`src/rtl/seg_p2s_pkg.sv`:
```
// Shared constants and state encoding for the segment serial transmitter.
// Latency: n/a (types and constants only).
// Backpressure: n/a.
package seg_p2s_pkg;

    localparam int SEG_PER_DIGIT = 8;                     // {p,g,f,e,d,c,b,a}
    localparam int DIGITS        = 8;
    localparam int SEG_W         = DIGITS * SEG_PER_DIGIT; // 64-bit image

    typedef enum logic [1:0] {
        IDLE     = 2'd0,
        SHIFT_LO = 2'd1,
        SHIFT_HI = 2'd2,
        LATCH    = 2'd3
    } state_t;

endpackage

```
`src/rtl/seg_p2s_tick.sv`:
```
// Half-period timer: counts CLK_DIV system clocks, tc marks the last one.
// Latency: tc is combinational from the count register; the count wraps on tc.
// Backpressure: none; clr holds the count at zero.
//
// Ports: clk, rst_n (async active-low), clr (hold at zero), tc (terminal count).
// CLK_DIV must be >= 1; with CLK_DIV=1 tc is high every cycle.
module seg_p2s_tick #(
    parameter int CLK_DIV = 2
) (
    input  logic clk,
    input  logic rst_n,
    input  logic clr,
    output logic tc
);

    localparam int             W    = $clog2(CLK_DIV) + 1;
    localparam logic [W-1:0]   LAST = W'(CLK_DIV - 1);

    logic [W-1:0] div_cnt;

    assign tc = (div_cnt == LAST);

    // Wrapping on tc means every state starts its phase with a fresh count.
    always_ff @(posedge clk or negedge rst_n) begin
        if (!rst_n) begin
            div_cnt <= '0;
        end else if (clr || tc) begin
            div_cnt <= '0;
        end else begin
            div_cnt <= div_cnt + 1'b1;
        end
    end

endmodule

```
`src/rtl/seg_p2s_tx.sv`:
```
// Snapshots a 64-bit segment image, shifts it into a 74HC595-style chain, pulses the latch.
// Latency: frame occupies 129*CLK_DIV cycles from the start edge; done pulses as busy falls.
// Backpressure: start is ignored (not queued) while busy; accepted again in the done cycle.
//
// Ports: clk, rst_n (async active-low), seg_txt[63:0] (image, digit 7 in [63:56]),
//        start (frame request), seg_clk/seg_sout/seg_lat/seg_clrn (chain pins),
//        busy (frame in progress), done (one-cycle end-of-frame pulse).
// Build option: define SEG_P2S_AUTO_EN to start a frame automatically after
//               REFRESH_CYC consecutive idle cycles.
module seg_p2s_tx
    import seg_p2s_pkg::*;
#(
    parameter int CLK_DIV     = 2,
    parameter int MSB_FIRST   = 1,
    parameter int REFRESH_CYC = 100000
) (
    input  logic             clk,
    input  logic             rst_n,
    input  logic [SEG_W-1:0] seg_txt,
    input  logic             start,
    output logic             seg_clk,
    output logic             seg_sout,
    output logic             seg_lat,
    output logic             seg_clrn,
    output logic             busy,
    output logic             done
);

    localparam bit MSB = (MSB_FIRST != 0);

    state_t           state, state_nxt;
    logic             tick_tc;
    logic             go;
    logic [SEG_W-1:0] shreg;
    logic [5:0]       bit_cnt;
    logic             last_bit;
    logic             clk_nxt, lat_nxt, busy_nxt, done_nxt;

    assign last_bit = (bit_cnt == 6'd63);

    seg_p2s_tick #(.CLK_DIV(CLK_DIV)) u_tick (
        .clk   (clk),
        .rst_n (rst_n),
        .clr   (state == IDLE),
        .tc    (tick_tc)
    );

`ifdef SEG_P2S_AUTO_EN
    localparam int            RW       = $clog2(REFRESH_CYC + 1);
    localparam logic [RW-1:0] REF_LAST = RW'(REFRESH_CYC - 1);

    logic [RW-1:0] ref_cnt;

    // Counts consecutive idle cycles; the REFRESH_CYC-th one launches a frame.
    assign go = start || ((state == IDLE) && (ref_cnt == REF_LAST));

    always_ff @(posedge clk or negedge rst_n) begin
        if (!rst_n) begin
            ref_cnt <= '0;
        end else if ((state != IDLE) || go) begin
            ref_cnt <= '0;
        end else begin
            ref_cnt <= ref_cnt + 1'b1;
        end
    end
`else
    // REFRESH_CYC only has meaning with auto refresh; keep it referenced here.
    localparam int unused_refresh_cyc = REFRESH_CYC;

    assign go = start;
`endif

    // State register
    always_ff @(posedge clk or negedge rst_n) begin
        if (!rst_n) begin
            state <= IDLE;
        end else begin
            state <= state_nxt;
        end
    end

    // Next-state logic
    always_comb begin
        state_nxt = state;
        case (state)
            IDLE:     if (go)      state_nxt = SHIFT_LO;
            SHIFT_LO: if (tick_tc) state_nxt = SHIFT_HI;
            SHIFT_HI: if (tick_tc) state_nxt = last_bit ? LATCH : SHIFT_LO;
            LATCH:    if (tick_tc) state_nxt = IDLE;
            default:               state_nxt = IDLE;
        endcase
    end

    // Output logic: pins are decoded from the next state so they register
    // together with the state itself.
    always_comb begin
        clk_nxt  = (state_nxt == SHIFT_HI);
        lat_nxt  = (state_nxt == LATCH);
        busy_nxt = (state_nxt != IDLE);
        done_nxt = (state == LATCH) && (state_nxt == IDLE);
    end

    always_ff @(posedge clk or negedge rst_n) begin
        if (!rst_n) begin
            seg_clk  <= 1'b0;
            seg_lat  <= 1'b0;
            busy     <= 1'b0;
            done     <= 1'b0;
            seg_clrn <= 1'b0;
        end else begin
            seg_clk  <= clk_nxt;
            seg_lat  <= lat_nxt;
            busy     <= busy_nxt;
            done     <= done_nxt;
            seg_clrn <= 1'b1;
        end
    end

    // Shift register. The outgoing bit sits at the head of shreg, so seg_sout
    // moves only on the load edge and on the HI->LO edge that shifts.
    always_ff @(posedge clk or negedge rst_n) begin
        if (!rst_n) begin
            shreg   <= '0;
            bit_cnt <= '0;
        end else if ((state == IDLE) && go) begin
            shreg   <= seg_txt;
            bit_cnt <= '0;
        end else if ((state == SHIFT_HI) && tick_tc && !last_bit) begin
            shreg   <= MSB ? {shreg[SEG_W-2:0], 1'b0} : {1'b0, shreg[SEG_W-1:1]};
            bit_cnt <= bit_cnt + 1'b1;
        end
    end

    assign seg_sout = MSB ? shreg[SEG_W-1] : shreg[0];

endmodule

```
`config.mk`:
```
export PLATFORM = sky130hd
export DESIGN_NAME = seg_p2s_tx
export DESIGN_NICKNAME = d
export VERILOG_FILES = /design/src/rtl/seg_p2s_pkg.sv /design/src/rtl/seg_p2s_tick.sv /design/src/rtl/seg_p2s_tx.sv
export SDC_FILE = /design/constraint.sdc
export NUM_CORES = 1
export LEC_CHECK = 0
export ABC_CLOCK_PERIOD_IN_PS = 1500
export BUFFER_PORTS_ARGS = -buffer_cell sky130_fd_sc_hd__buf_2
export CAP_MARGIN = 15
export CORE_ASPECT_RATIO = 1.1
export CORE_MARGIN = 2
export CORE_UTILIZATION = 34
export DETAILED_ROUTE_END_ITERATION = 12
export SETUP_SLACK_MARGIN = 0.05
export SLEW_MARGIN = 25
export SYNTH_ARGS = -nofsm -noshare
export SYNTH_HDL_FRONTEND = slang
export SYNTH_HIERARCHICAL = 1
export SYNTH_SLANG_ARGS = --single-unit
```
`constraint.sdc`:
```
create_clock -name clk -period 1.5 [get_ports clk]
set_clock_uncertainty 0.05 [all_clocks]
set_input_delay 0.3 -clock clk [delete_from_list [all_inputs] [get_ports clk]]
set_output_delay 0.3 -clock clk [all_outputs]
set_load 0.02 [all_outputs]
```
* Word-level counts from Yosys, hierarchy flattened
Index checks and enable logic that the tools add are counted.
** Cells by class
- Reduce and logical (&&, ||, !) cells :: 10
- Multiplexer cells :: 11
- Add/sub/neg operators :: 2
- Eq/ne operators :: 7
** Operators with widths (number)
- $mux 64 :: 2
- $mux 2 :: 6
- $mux 6 :: 2
- $eq 2x2->1 const B :: 4
- $pmux 2 s4 :: 1
- $add 6x1->6 const B :: 1
- $eq 6x6->1 const B :: 1
- $eq 2x1->1 const B :: 2
- $logic_and 1x1->1 :: 4
- $logic_not 2->1 :: 2
- $reduce_bool 2->1 :: 2
- $add 2x1->2 const B :: 1
- $logic_not 1->1 :: 1
- $logic_or 1x1->1 :: 1
** Word-level totals
- Output and inout bits :: 6
- Logic and storage cells :: 39
- Flip-flop bits (word level) :: 79

* Longest topological paths before layout
Gate-level depths: netlist of the first run.
- Depth after elaboration :: 6
- Mapped depth :: 8
- Gate-level depth less buffers :: 6

* Modules after synthesis
Netlist of the first run, hierarchy kept.
** Modules (own cells, without submodules)
- seg_p2s_tx :: instances 1, cells each 408, area each 3530.9 µm², sequential area each 1926.8 µm²
- seg_p2s_tick :: instances 1, cells each 6, area each 76.3 µm², sequential area each 50.0 µm²

* Worst setup path before layout of the first run
No wires, ideal clock.
- Kind :: flip-flop to flip-flop
- From :: reg u_tick.div_cnt[1]
- To :: reg shreg[48]
- Setup slack :: -72 ps
- Stages on the path, launching flop included :: 9
- Setup time :: 125 ps
- Clock period less this slack :: 1572 ps
- Data arrival time :: 1397 ps
- Buffers on the path :: 2
- Data required time :: 1325 ps
- Cells stage by stage :: dfrtp_1 -> inv_1 -> ha_1 -> and3b_1 -> o21ai_1 -> buf_6 -> buf_6 -> nand3_1 -> nand3_1
** Between the ends
- Cells in the longest elaborated chain, start to end :: 4
** RTL lines
- start: declaration :: RTL line seg_p2s_tick.sv:19 : logic [W-1:0] div_cnt;
- start signal: assignment :: RTL line seg_p2s_tick.sv:30 : div_cnt <= div_cnt + 1'b1;
- $eq 2x1->1 :: RTL line seg_p2s_tick.sv:21 : assign tc = (div_cnt == LAST);
- net tick_tc :: RTL line seg_p2s_tx.sv:32 : logic tick_tc;
- $logic_and 1x1->1 (2 in a row) :: RTL line seg_p2s_tx.sv:128 : end else if ((state == SHIFT_HI) && tick_tc && !last_bit) begin
- $reduce_bool 2->1 (no line)
- end signal: assignment :: RTL line seg_p2s_tx.sv:126 : shreg <= seg_txt;
- end signal: assignment :: RTL line seg_p2s_tx.sv:129 : shreg <= MSB ? {shreg[SEG_W-2:0], 1'b0} : {1'b0, shreg[SEG_W-1:1]};
- end: declaration :: RTL line seg_p2s_tx.sv:34 : logic [SEG_W-1:0] shreg;
The timed path passes the listed nets, and every way through them passes these cells.
A chain may end at the register's enable or synchronous reset.

* Final worst setup path of the first run
- From :: reg u_tick.div_cnt[0]
- To :: reg shreg[12]
The elaborated chain is that of the path after synthesis.

==> results of run 1 <==
[layer usage]
metal | vias to the layer above | global-route usage, % | part of all wire [%]
met5 | - | 0 | 0
li1 | 1572 | - | -
met2 | 57 | 27.2 | 51
met1 | 1590 | 20.5 | 43
met3 | 14 | 3.24 | 3.5
met4 | 0 | 5.78 | 1.8
[path summary, 6_finish.rpt]
path	start	end
worst max-delay path	u_tick/div_cnt[0]	shreg[12]
worst min-delay path	seg_txt[55]	shreg[55]
worst max register to register	u_tick/div_cnt[0]	shreg[12]
worst min register to register	shreg[9]	shreg[10]
max in group asynchronous	rst_n	bit_cnt[2]
min in group asynchronous	rst_n	shreg[49]
[tightest hold or removal path: stages]
cell     delay, ns
buf_2         0.07
nand2_1       0.04
nand3_1       0.06
[layout make-up]
| type | instances | area (um^2) | area share (%) |
|---|---|---|---|
| sequential | 79 | 1980 | 37.7 |
| timing repair buffer | 111 | 982 | 18.7 |
| multi-input combinational | 301 | 1790 | 34.0 |
| inverter | 3 | 11.3 | 0.214 |
| clock inverter | 3 | 67.6 | 1.29 |
| tap | 143 | 179 | 3.41 |
| clock buffer | 12 | 246 | 4.69 |
[cell families (layout without fill, tap and decap cells)]
logic type	Yosys count	after routing	synth area share [%]
fa+ha+maj	2	2	0.694
compound gates	15	15	2.67
buf+inv	34	129	6.21
other cells	1	1	0.104
flops	79	79	54.8
simple gates	281	281	35.0
xor+xnor	2	2	0.486
[power by group]
| group | switching, mW | total, mW | leakage [nW] | internal [mW] |
|---|---|---|---|---|
| combinational | 1.69 | 3.30 | 1.53 | 1.61 |
| clock | 0.832 | 2.33 | 0.149 | 1.49 |
| sequential | 0.716 | 3.81 | 0.981 | 3.09 |
[layout by cell type, fill, tap and decap left out, types with 2 or more instances in the layout]
cell,n
inv_1,2
nor3_1,5
nand2_4,14
buf_12,16
buf_2,71
bufinv_16,2
dfrtp_2,2
a21oi_1,4
clkbuf_1,2
dfrtp_1,77
buf_4,15
nor2_1,4
nand2_2,19
o21ai_0,2
nand3_1,94
clkbuf_16,14
ha_4,2
nand2_1,102
nand3_2,34
[metrics by stage]
stage / worst slack [ns] / util, %
2_1_floorplan: 0.00480 / -
3_3_place_gp: 0.00149 / 42.4
3_5_place_dp: -0.0281 / 42.4
4_1_cts: -0.0185 / 47.6
5_1_grt: -0.106 / 50.8
6_report: -0.0647 / 50.8
[flip-flops by register name, summed over array words and instances (netlist names)]
name	cells
bit_cnt	6
busy	1
done	1
seg_clk	1
seg_clrn	1
seg_lat	1
shreg	64
state	2
u_tick/div_cnt	2
[timing repair]
item,in CTS,in global routing
resized for setup,44,45
setup buffers,2,1
cloned,1,6
endpoints found under the setup margin,70,71
pin swaps,9,11
hold endpoints to repair,22,0
hold buffers,1,0
==> run_results.csv, run 1 <==
group,metric,value,unit
sta,fin_setup_tns,-1.54,ns
synthesis,ys_ff_latch,79,
worst_setup_path,ff2ff_path_depth,7,
die,coreArea,10300,um^2
placed_design,place_congestion,0.732,
worst_setup_path,path_class,"register to register",
synthesis,syn_area_per_cell,8.71,um^2
die,num_rows,39,
synthesis,ys.flop_type,"dfrtp_1",
run_status,violations,"setup timing",
clock_network,cts_tree,"built",
global_routing,grt_pass1_vias,3285,
flow_run,maxCapViolCount,0,
power,total_power,9.43,mW
worst_setup_path,critical_path_buf_inv_count,2,
die,start_util,34.9,%
finish,fill_cells,1020,
clock_network,cts_buffers,9,
synthesis,netlist_instances,414,
route,wl_per_cell,14.2,um
synthesis,synth_area_leaders,"dfrtp_1, nand3_1, nand2_1",
clock_network,clk_pin_slew,0.06,ns
worst_setup_path,slowest_delay,0.41,ns
global_routing,grt_start_max_net_pins,49,
placed_design,dp_hpwl,5.64,mm
clock_network,clk_path_buf_depth,2,
worst_setup_path,crit_arrival,1.78,ns
sta,fin_ws,-0.0647,ns
route,drc_errors,0,
die,io_pins,73,
sta,setup_viol,54,
global_routing,grt_pass1_wl,14.8,mm
power,power_density,1800,nW/um^2
synthesis,async_flop_share,100,%
sta,maxSlewViolCount,0,
worst_setup_path,cp.depth,7,
die,dieArea,11500,um^2
clock_network,cts_max_level,3,
sta,final.period_utilization,104,%
worst_setup_path,cp_top_family,"simple AND/OR/NAND/NOR gates",
worst_setup_path,cp-start-kind,"register",
die,die_h,112,um
synthesis,synth_top_area_cell,"dfrtp_1",
route,dr.pass1.iters,4,
synthesis,synth_fp_nets,483,
worst_setup_path,cp.required,1.72,ns
placed_design,io_buffers,72,
worst_setup_path,crit_chain,"ha_4 > and3b_2 > o21ai_4 > buf_12 > clkbuf_16 > nand3_1 > nand3_2",
sta,hold_ws,0.126,ns
run_status,status,"finished, violations left",
sta,rsz0062_at_grt,"true",
worst_setup_path,critical_path.max_fanout,10,
route,drt_iter0_markers,120,
worst_setup_path,critPathCaptureType,"register",
sta,fmax,639,MHz
synthesis,ys_warn_count,6,
clock_network,clkLatencyLatePin,0.33,ns
finish,fin_nets,574,
placed_design,placed_area,4380,um^2
clock_network,numClockSinks,79,
power,p_leak,2.66,nW
global_routing,grt.overflow.total,0,
finish,final_cells,652,
route,ant_nets,0,
worst_setup_path,r2r_slack,-0.06,ns
synthesis,synth_edf_count,0,
min_path,min_path_cells,3,
global_routing,antenna_found_initial,0,
route,drt_wl_total,9.28,mm
finish,drive_gt1_share,40.1,%
placed_design,dp.cells,626,
synthesis,synth_sequential_area_ratio,54.8,%
synthesis,yosysMostFrequentCell,"nand2_1",
route,vias_per_cell,4.96,
clock_network,cts_root_buf,"clkbuf_16",
min_path,hp-class,"input pin to register",
global_routing,gr-usage-all-layers,16.2,%
route,dr_total_vias,3233,
power,ir_drop,719,uV
sta,hold_viol,0,
synthesis,synth_top_area_share,54.8,%
synthesis,mappedNetlistArea,3610,um^2
finish,area_growth,45.6,%
finish,final_cell_area,5250,um^2
synthesis,synth.distinct_cells,34,
die,die_w,102,um
finish,diodes,0,
worst_setup_path,cp_slowest_cell,"dfrtp_1",
sta,min_period,1.56,ns
synthesis,yosys-top-cells-count,"nand2_1, nand3_1, dfrtp_1",
Power figures use the tool's default switching activity.
==> run 2, diff against run 1 <==
--- a/config.mk
+++ b/config.mk
@@ -12,4 +12,5 @@
 export CORE_MARGIN = 2
 export CORE_UTILIZATION = 34
+export CTS_CLUSTER_SIZE = 28
 export DETAILED_ROUTE_END_ITERATION = 12
 export SETUP_SLACK_MARGIN = 0.05
==> constraint.sdc (replaced) <==
create_clock -name clk -period 1.5 [get_ports clk]
set_clock_uncertainty 0.05 [all_clocks]
set_input_delay 0 -clock clk [delete_from_list [all_inputs] [get_ports clk]]
set_output_delay 0 -clock clk [all_outputs]
set_load 0.02 [all_outputs]
==> run 2 against run 1 <==
The run still ends with setup timing left. Critical path depth unchanged. Routed wire length grew 25%. Combinational power is 23% higher. Via count grew 12%. Sequential share of layout area down 6.7 points. Clock-buffer cell count shrank 2. Worst setup slack better by 0.015 ns. Register-to-register slack about the same. Clock power fell by 6%. Total power up 8.8%. Sequential power grew 5%. Critical endpoint unchanged.
==> run_results.csv, run 2 (same netlist as run 1, synthesis figures left out) <==
group,metric,value,unit
run_status,status,"finished, violations left",
run_status,violations,"setup timing",
finish,area_growth,77.1,%
power,power.internal,6.43,mW
power,power_frac_clock,21.4,%
global_routing,gr-usage-all-layers,17.9,%
global_routing,grt.overflow.total,0,
worst_setup_path,critical_path.max_fanout,6,
power,power.net_switching,3.83,mW
finish,regMostFlops,"shreg",
global_routing,grt_start_max_net_pins,50,
placed_design,post-place-ws,-0.0163,ns
finish,reg.largest.list,"shreg: 64 flops, bit_cnt: 6 flops",
placed_design,dp_hpwl,5.59,mm
die,dieArea,11500,um^2
worst_setup_path,path_class,"register to register",
route,wl_per_cell,15.9,um
route,drt_wl_total,11.6,mm
worst_setup_path,cp_top_family,"flip-flops",
flow_run,maxCapViolCount,0,
worst_setup_path,cp.required,1.72,ns
route,vias_per_cell,4.98,
clock_network,numClockSinks,79,
sta,final.period_utilization,103,%
die,io_pins,73,
clock_network,cts_root_buf,"clkbuf_16",
power,pwr-share-comb,39.7,%
finish,layout_common_cells,"nand2_1, dfrtp_1, buf_2, nand3_2, dlygate4sd3_1",
sta,maxSlewViolCount,0,
worst_setup_path,slowest_delay,0.41,ns
worst_setup_path,crit_arrival,1.77,ns
power,seq_power_share,39.0,%
worst_setup_path,critical_path_buf_inv_count,2,
clock_network,clk_path_buf_depth,2,
min_path,hp-class,"input pin to async pin",
route,ant_nets,0,
clock_network,clk_pin_slew,0.06,ns
finish,fin_nets,649,
clock_network,cts_tree,"built",
route,dr.pass1.iters,4,
route,drc_errors,0,
clock_network,clkLatencyLatePin,0.33,ns
power,switching_share,37.4,%
die,die_w,102,um
die,num_rows,39,
worst_setup_path,crit_chain,"ha_4 > and4_4 > a21oi_4 > buf_6 > clkbuf_16 > nand2_4 > nand3_2",
die,start_util,34.9,%
global_routing,grt_pass1_vias,3496,
route,drt_iter0_markers,191,
placed_design,io_buffers,72,
global_routing,grt_pass1_wl,16.4,mm
worst_setup_path,critPathCaptureType,"register",
die,coreArea,10300,um^2
worst_setup_path,cp_slowest_cell,"dfrtp_1",
sta,fin_ws,-0.0498,ns
power,ir_drop,857,uV
sta,setup_viol,58,
power,p_leak,3.39,nW
finish,final_common_cell,"nand2_1",
finish,diodes,0,
route,dr_total_vias,3629,
finish,largest_reg_flops,64,
sta,fmax,645,MHz
power,power_density,1610,nW/um^2
finish,drive_gt1_share,46.2,%
global_routing,antenna_found_initial,0,
die,die_h,112,um
sta,fin_setup_tns,-1.35,ns
placed_design,place_congestion,0.742,
sta,rsz0062_at_grt,"true",
clock_network,cts_max_level,3,
clock_network,cts_buffers,9,
sta,min_period,1.55,ns
sta,hold_viol,0,
worst_setup_path,cp-start-kind,"register",
finish,fill_cells,836,
-- run 2: cell count changes in the layout (fill, tap and decap cells not counted), moves of 2 or more --
cell           change
nand2_1           -18
clkinv_2           +3
nand3_2           +35
clkbuf_1           -2
nand3_1           -35
dlygate4sd3_1     +65
clkbuf_16          +3
buf_16             +2
nand2_2            -3
nand2_4           +21
buf_6              +5
-- run 2: metal layers --
layer,wire length (um),GRT usage [%],vias up
met5,0,0,-
met4,154,6.04,0
met3,324,2.93,12
met2,6410,30.4,91
met1,4680,23.2,1797
li1,-,-,1729
-- run 2: power by group through the flow --
stage                     registers [mW]  logic, mW  clock network [mW]
final                               4.00       4.07                2.19
after CTS                           3.75       3.35                2.23
after detailed placement            3.65       2.85                   0
after global routing                4.11       4.46                2.34
after floorplan                     3.54       1.97                   0
after global placement              3.62       2.75                   0
-- run 2: repair_timing --
| item | 4_1_cts | 5_1_grt |
|---|---|---|
| hold buffers | 66 | 0 |
| endpoints found under the setup margin | 70 | 70 |
| pin swaps | 15 | 23 |
| resized for setup | 71 | 99 |
| cloned | 2 | 10 |
| buffers inserted | 7 | 2 |
| endpoints found under the hold margin | 144 | 0 |
-- run 2: worst paths after layout --
kind	start	end	slack (ns)	depth (start not counted)
worst max-delay path	bit_cnt[1]	shreg[12]	-0.05	7
worst min-delay path	rst_n	shreg[55]	0.14	3
worst max register to register	bit_cnt[1]	shreg[12]	-0.05	7
worst min register to register	shreg[40]	shreg[41]	0.44	2
max in group asynchronous	rst_n	state[1]	0.88	3
min in group clk	seg_txt[57]	shreg[57]	0.37	4
-- run 2: cell type report --
class | instances | area (um^2) | share of cell area [%]
multi-input combinational | 301 | 2120 | 33.2
sequential | 79 | 1980 | 31.0
timing repair buffer | 186 | 1800 | 28.2
clock buffer | 10 | 239 | 3.74
tap | 143 | 179 | 2.80
clock inverter | 6 | 60.1 | 0.940
inverter | 3 | 11.3 | 0.176
-- run 2: stage by stage --
| stage | hold WS (ns) | cell area (um^2) | total power [mW] | util, % | cells |
|---|---|---|---|---|---|
| floorplan | -0.346 | 3650 | 5.51 | - | 414 |
| global placement | -0.0421 | 4390 | 6.37 | 42.4 | 625 |
| detailed placement | -0.0433 | 4390 | 6.49 | 42.4 | 625 |
| CTS | 0.143 | 5730 | 9.33 | 55.4 | 716 |
| global route | 0.182 | 6390 | 10.9 | 61.7 | 728 |
| finish | 0.139 | 6390 | 10.3 | 61.7 | 728 |
-- run 2: worst register-to-register path, cell delays in order, from the launching register on --
cell and delay, ns:
dfrtp_1 0.41, ha_4 0.19, and4_4 0.19, a21oi_4 0.20, buf_6 0.19, clkbuf_16 0.17, nand2_4 0.05, nand3_2 0.06
==> run 3, diff against run 2 <==
Settings changed: SYNTH_HIERARCHICAL 1 to unset.
==> run 3 against run 2 <==
Design area fell by 11%. First-iteration DRC count shrank 9.9%. Critical endpoint is now shreg[63]. Sequential share of layout area rose by 3.9 points. The flow still finishes with violations (setup timing). Critical path depth unchanged. Clock power grew 11%. Fmax decreased by 1.2%. Highest routed layer unchanged. Via count down 6.4%.
==> run_results.csv, run 3 <==
group,metric,value,unit
synthesis,synth_area_leaders,"dfrtp_1, nand2_1, nand3_1",
synthesis,synth_sequential_area_ratio,51.5,%
route,vias_per_cell,4.78,
synthesis,synth_fp_nets,484,
synthesis,async_flop_share,100,%
die,io_pins,73,
worst_setup_path,cp.required,1.71,ns
route,dr_total_vias,3396,
sta,hold_ws,0.0689,ns
die,coreArea,11000,um^2
worst_setup_path,cp-start-kind,"register",
die,die_w,105,um
route,ant_nets,0,
synthesis,netlist_instances,415,
clock_network,clkLatencyLatePin,0.34,ns
synthesis,mappedNetlistArea,3840,um^2
sta,rsz0062_at_grt,"true",
synthesis,synth_top_area_share,51.5,%
clock_network,cts_tree,"built",
sta,min_period,1.57,ns
route,drt_wl_total,9.36,mm
die,die_h,115,um
power,ir_drop,663,uV
min_path,hp-class,"input pin to async pin",
finish,fin_nets,628,
sta,fin_setup_tns,-0.876,ns
finish,drive_gt1_share,33.7,%
global_routing,grt_start_max_net_pins,40,
clock_network,cts_root_buf,"clkbuf_16",
power,p_leak,2.78,nW
route,dr.pass1.iters,4,
worst_setup_path,path_class,"register to register",
global_routing,grt.overflow.total,0,
finish,area_growth,47.9,%
placed_design,io_buffers,72,
synthesis,ys_ff_latch,79,
clock_network,clk_pin_slew,0.06,ns
sta,fin_ws,-0.0693,ns
finish,finish.utilization,51.8,%
power,pwr-share-comb,33.4,%
sta,maxSlewViolCount,0,
clock_network,clk_path_buf_depth,2,
clock_network,cts_max_level,3,
global_routing,antenna_found_initial,0,
sta,hold_viol,0,
synthesis,yosys-top-cells-count,"nand2_1, nand3_1, dfrtp_1",
route,drt_iter0_markers,172,
synthesis,ys_warn_count,0,
synthesis,synth_edf_count,0,
clock_network,numClockSinks,79,
finish,diodes,0,
finish,reg.largest.list,"shreg: 64 flops, bit_cnt: 6 flops",
run_status,violations,"setup timing",
synthesis,ys.flop_type,"dfrtp_1",
finish,fill_cells,972,
power,total_power,9.22,mW
worst_setup_path,critPathCaptureType,"register",
run_status,status,"finished, violations left",
worst_setup_path,crit_arrival,1.78,ns
synthesis,synth.distinct_cells,35,
power,power_density,1620,nW/um^2
placed_design,dp_hpwl,5.83,mm
finish,final_common_cell,"nand2_1",
sta,final.period_utilization,105,%
placed_design,place_congestion,0.768,
die,dieArea,12200,um^2
global_routing,grt_pass1_wl,15.3,mm
synthesis,yosysMostFrequentCell,"nand2_1",
global_routing,gr-usage-all-layers,15.7,%
power,power.internal,6.16,mW
global_routing,grt_pass1_vias,3354,
power,seq_power_share,40.3,%
power,switching_share,33.1,%
clock_network,cts_buffers,9,
power,power_frac_clock,26.3,%
synthesis,syn_area_per_cell,9.25,um^2
sta,setup_viol,41,
finish,largest_reg_flops,64,
die,start_util,35.0,%
finish,layout_common_cells,"nand2_1, dfrtp_1, nand3_1, buf_2, dlygate4sd3_1",
flow_run,maxCapViolCount,0,
sta,fmax,637,MHz
die,num_rows,40,
synthesis,synth_top_area_cell,"dfrtp_1",
route,drc_errors,0,
route,wl_per_cell,13.2,um
worst_setup_path,critical_path.max_fanout,7,
power,power.net_switching,3.05,mW
finish,regMostFlops,"shreg",
==> run 3: cell types whose count changed in the layout (fill, tap and decap cells not counted), sizes merged, moves of 2 or more <==
| cell | delta |
|---|---|
| a21oi | -2 |
| nand2 | -2 |
| clkinv | -3 |
| mux2i | +3 |
| clkbuf | -5 |
| buf | -14 |
| and3 | +2 |
| o21a | +2 |
==> run 3: layout make-up <==
| cell class | count | area, um^2 | area share, % |
|---|---|---|---|
| tap | 147 | 184 | 3.24 |
| sequential | 79 | 1980 | 34.8 |
| timing repair buffer | 165 | 1390 | 24.5 |
| clock buffer | 12 | 256 | 4.52 |
| inverter | 2 | 7.51 | 0.132 |
| clock inverter | 4 | 76.3 | 1.34 |
| multi-input combinational | 302 | 1780 | 31.4 |
==> run 3: power groups by stage <==
stage / Sequential, mW / Clock, mW / Combinational (mW)
after global placement: 3.66 / 0 / 2.64
after CTS: 3.68 / 2.48 / 2.97
after global routing: 3.83 / 2.56 / 3.48
after floorplan: 3.61 / 0 / 2.08
final: 3.71 / 2.42 / 3.08
after detailed placement: 3.68 / 0 / 2.75
==> run 3: layer usage <==
layer	share of wire, %	GRT usage (%)
met5	0	0
met4	1.8	6.84
met3	2.9	2.59
met2	49	25.5
met1	46	20.9
==> run 3: timing repair <==
item / in CTS / in global routing
cloned: 1 / 2
hold buffers: 66 / 0
resized for setup: 19 / 27
buffers inserted: 1 / 2
endpoints found under the setup margin: 66 / 70
pin swaps: 9 / 12
endpoints found under the hold margin: 144 / 0
==> run 3: worst max-delay path: stages, from the launching register on <==
cell and delay [ns]:
dfrtp_1 0.39, ha_2 0.18, and3b_2 0.25, o21ai_4 0.12, buf_6 0.16, clkbuf_16 0.16
nand2_1 0.06, a21oi_1 0.13
==> run 3: worst paths after layout <==
check                                       start           endpoint  slack [ns]  cells past startpoint
max in group asynchronous                   rst_n          shreg[14]        0.75                      3
worst max-delay path            u_tick.div_cnt[0]          shreg[63]       -0.07                      7
worst min-delay path                        rst_n          shreg[25]        0.07                      2
min in group clk                      seg_txt[58]          shreg[58]        0.36                      4
worst max register to register  u_tick.div_cnt[0]          shreg[63]       -0.07                      7
worst min register to register  u_tick.div_cnt[0]  u_tick.div_cnt[0]        0.42                      1
==> run 3: through the flow <==
stage	setup slack [ns]	instances	cell area, um^2
after detailed placement	-0.0323	624	4420
after global routing	-0.114	711	5680
after floorplan	-0.0508	415	3850
final	-0.0693	711	5680
after CTS	-0.0324	708	5520
after global placement	0.0245	624	4420
==> run 3: cells by family after synthesis <==
kind of cell               after synthesis  synth area share, %
other                                    1               0.0977
DFF                                     79                 51.5
AOI/OAI and AO/OA                       12                 2.05
and+or+nand+nor                        282                 37.1
buffers and inverters                   34                 7.30
xor gates and xnor gates                 1                0.228
muxes                                    4                 1.08
adders and majority gates                2                0.652
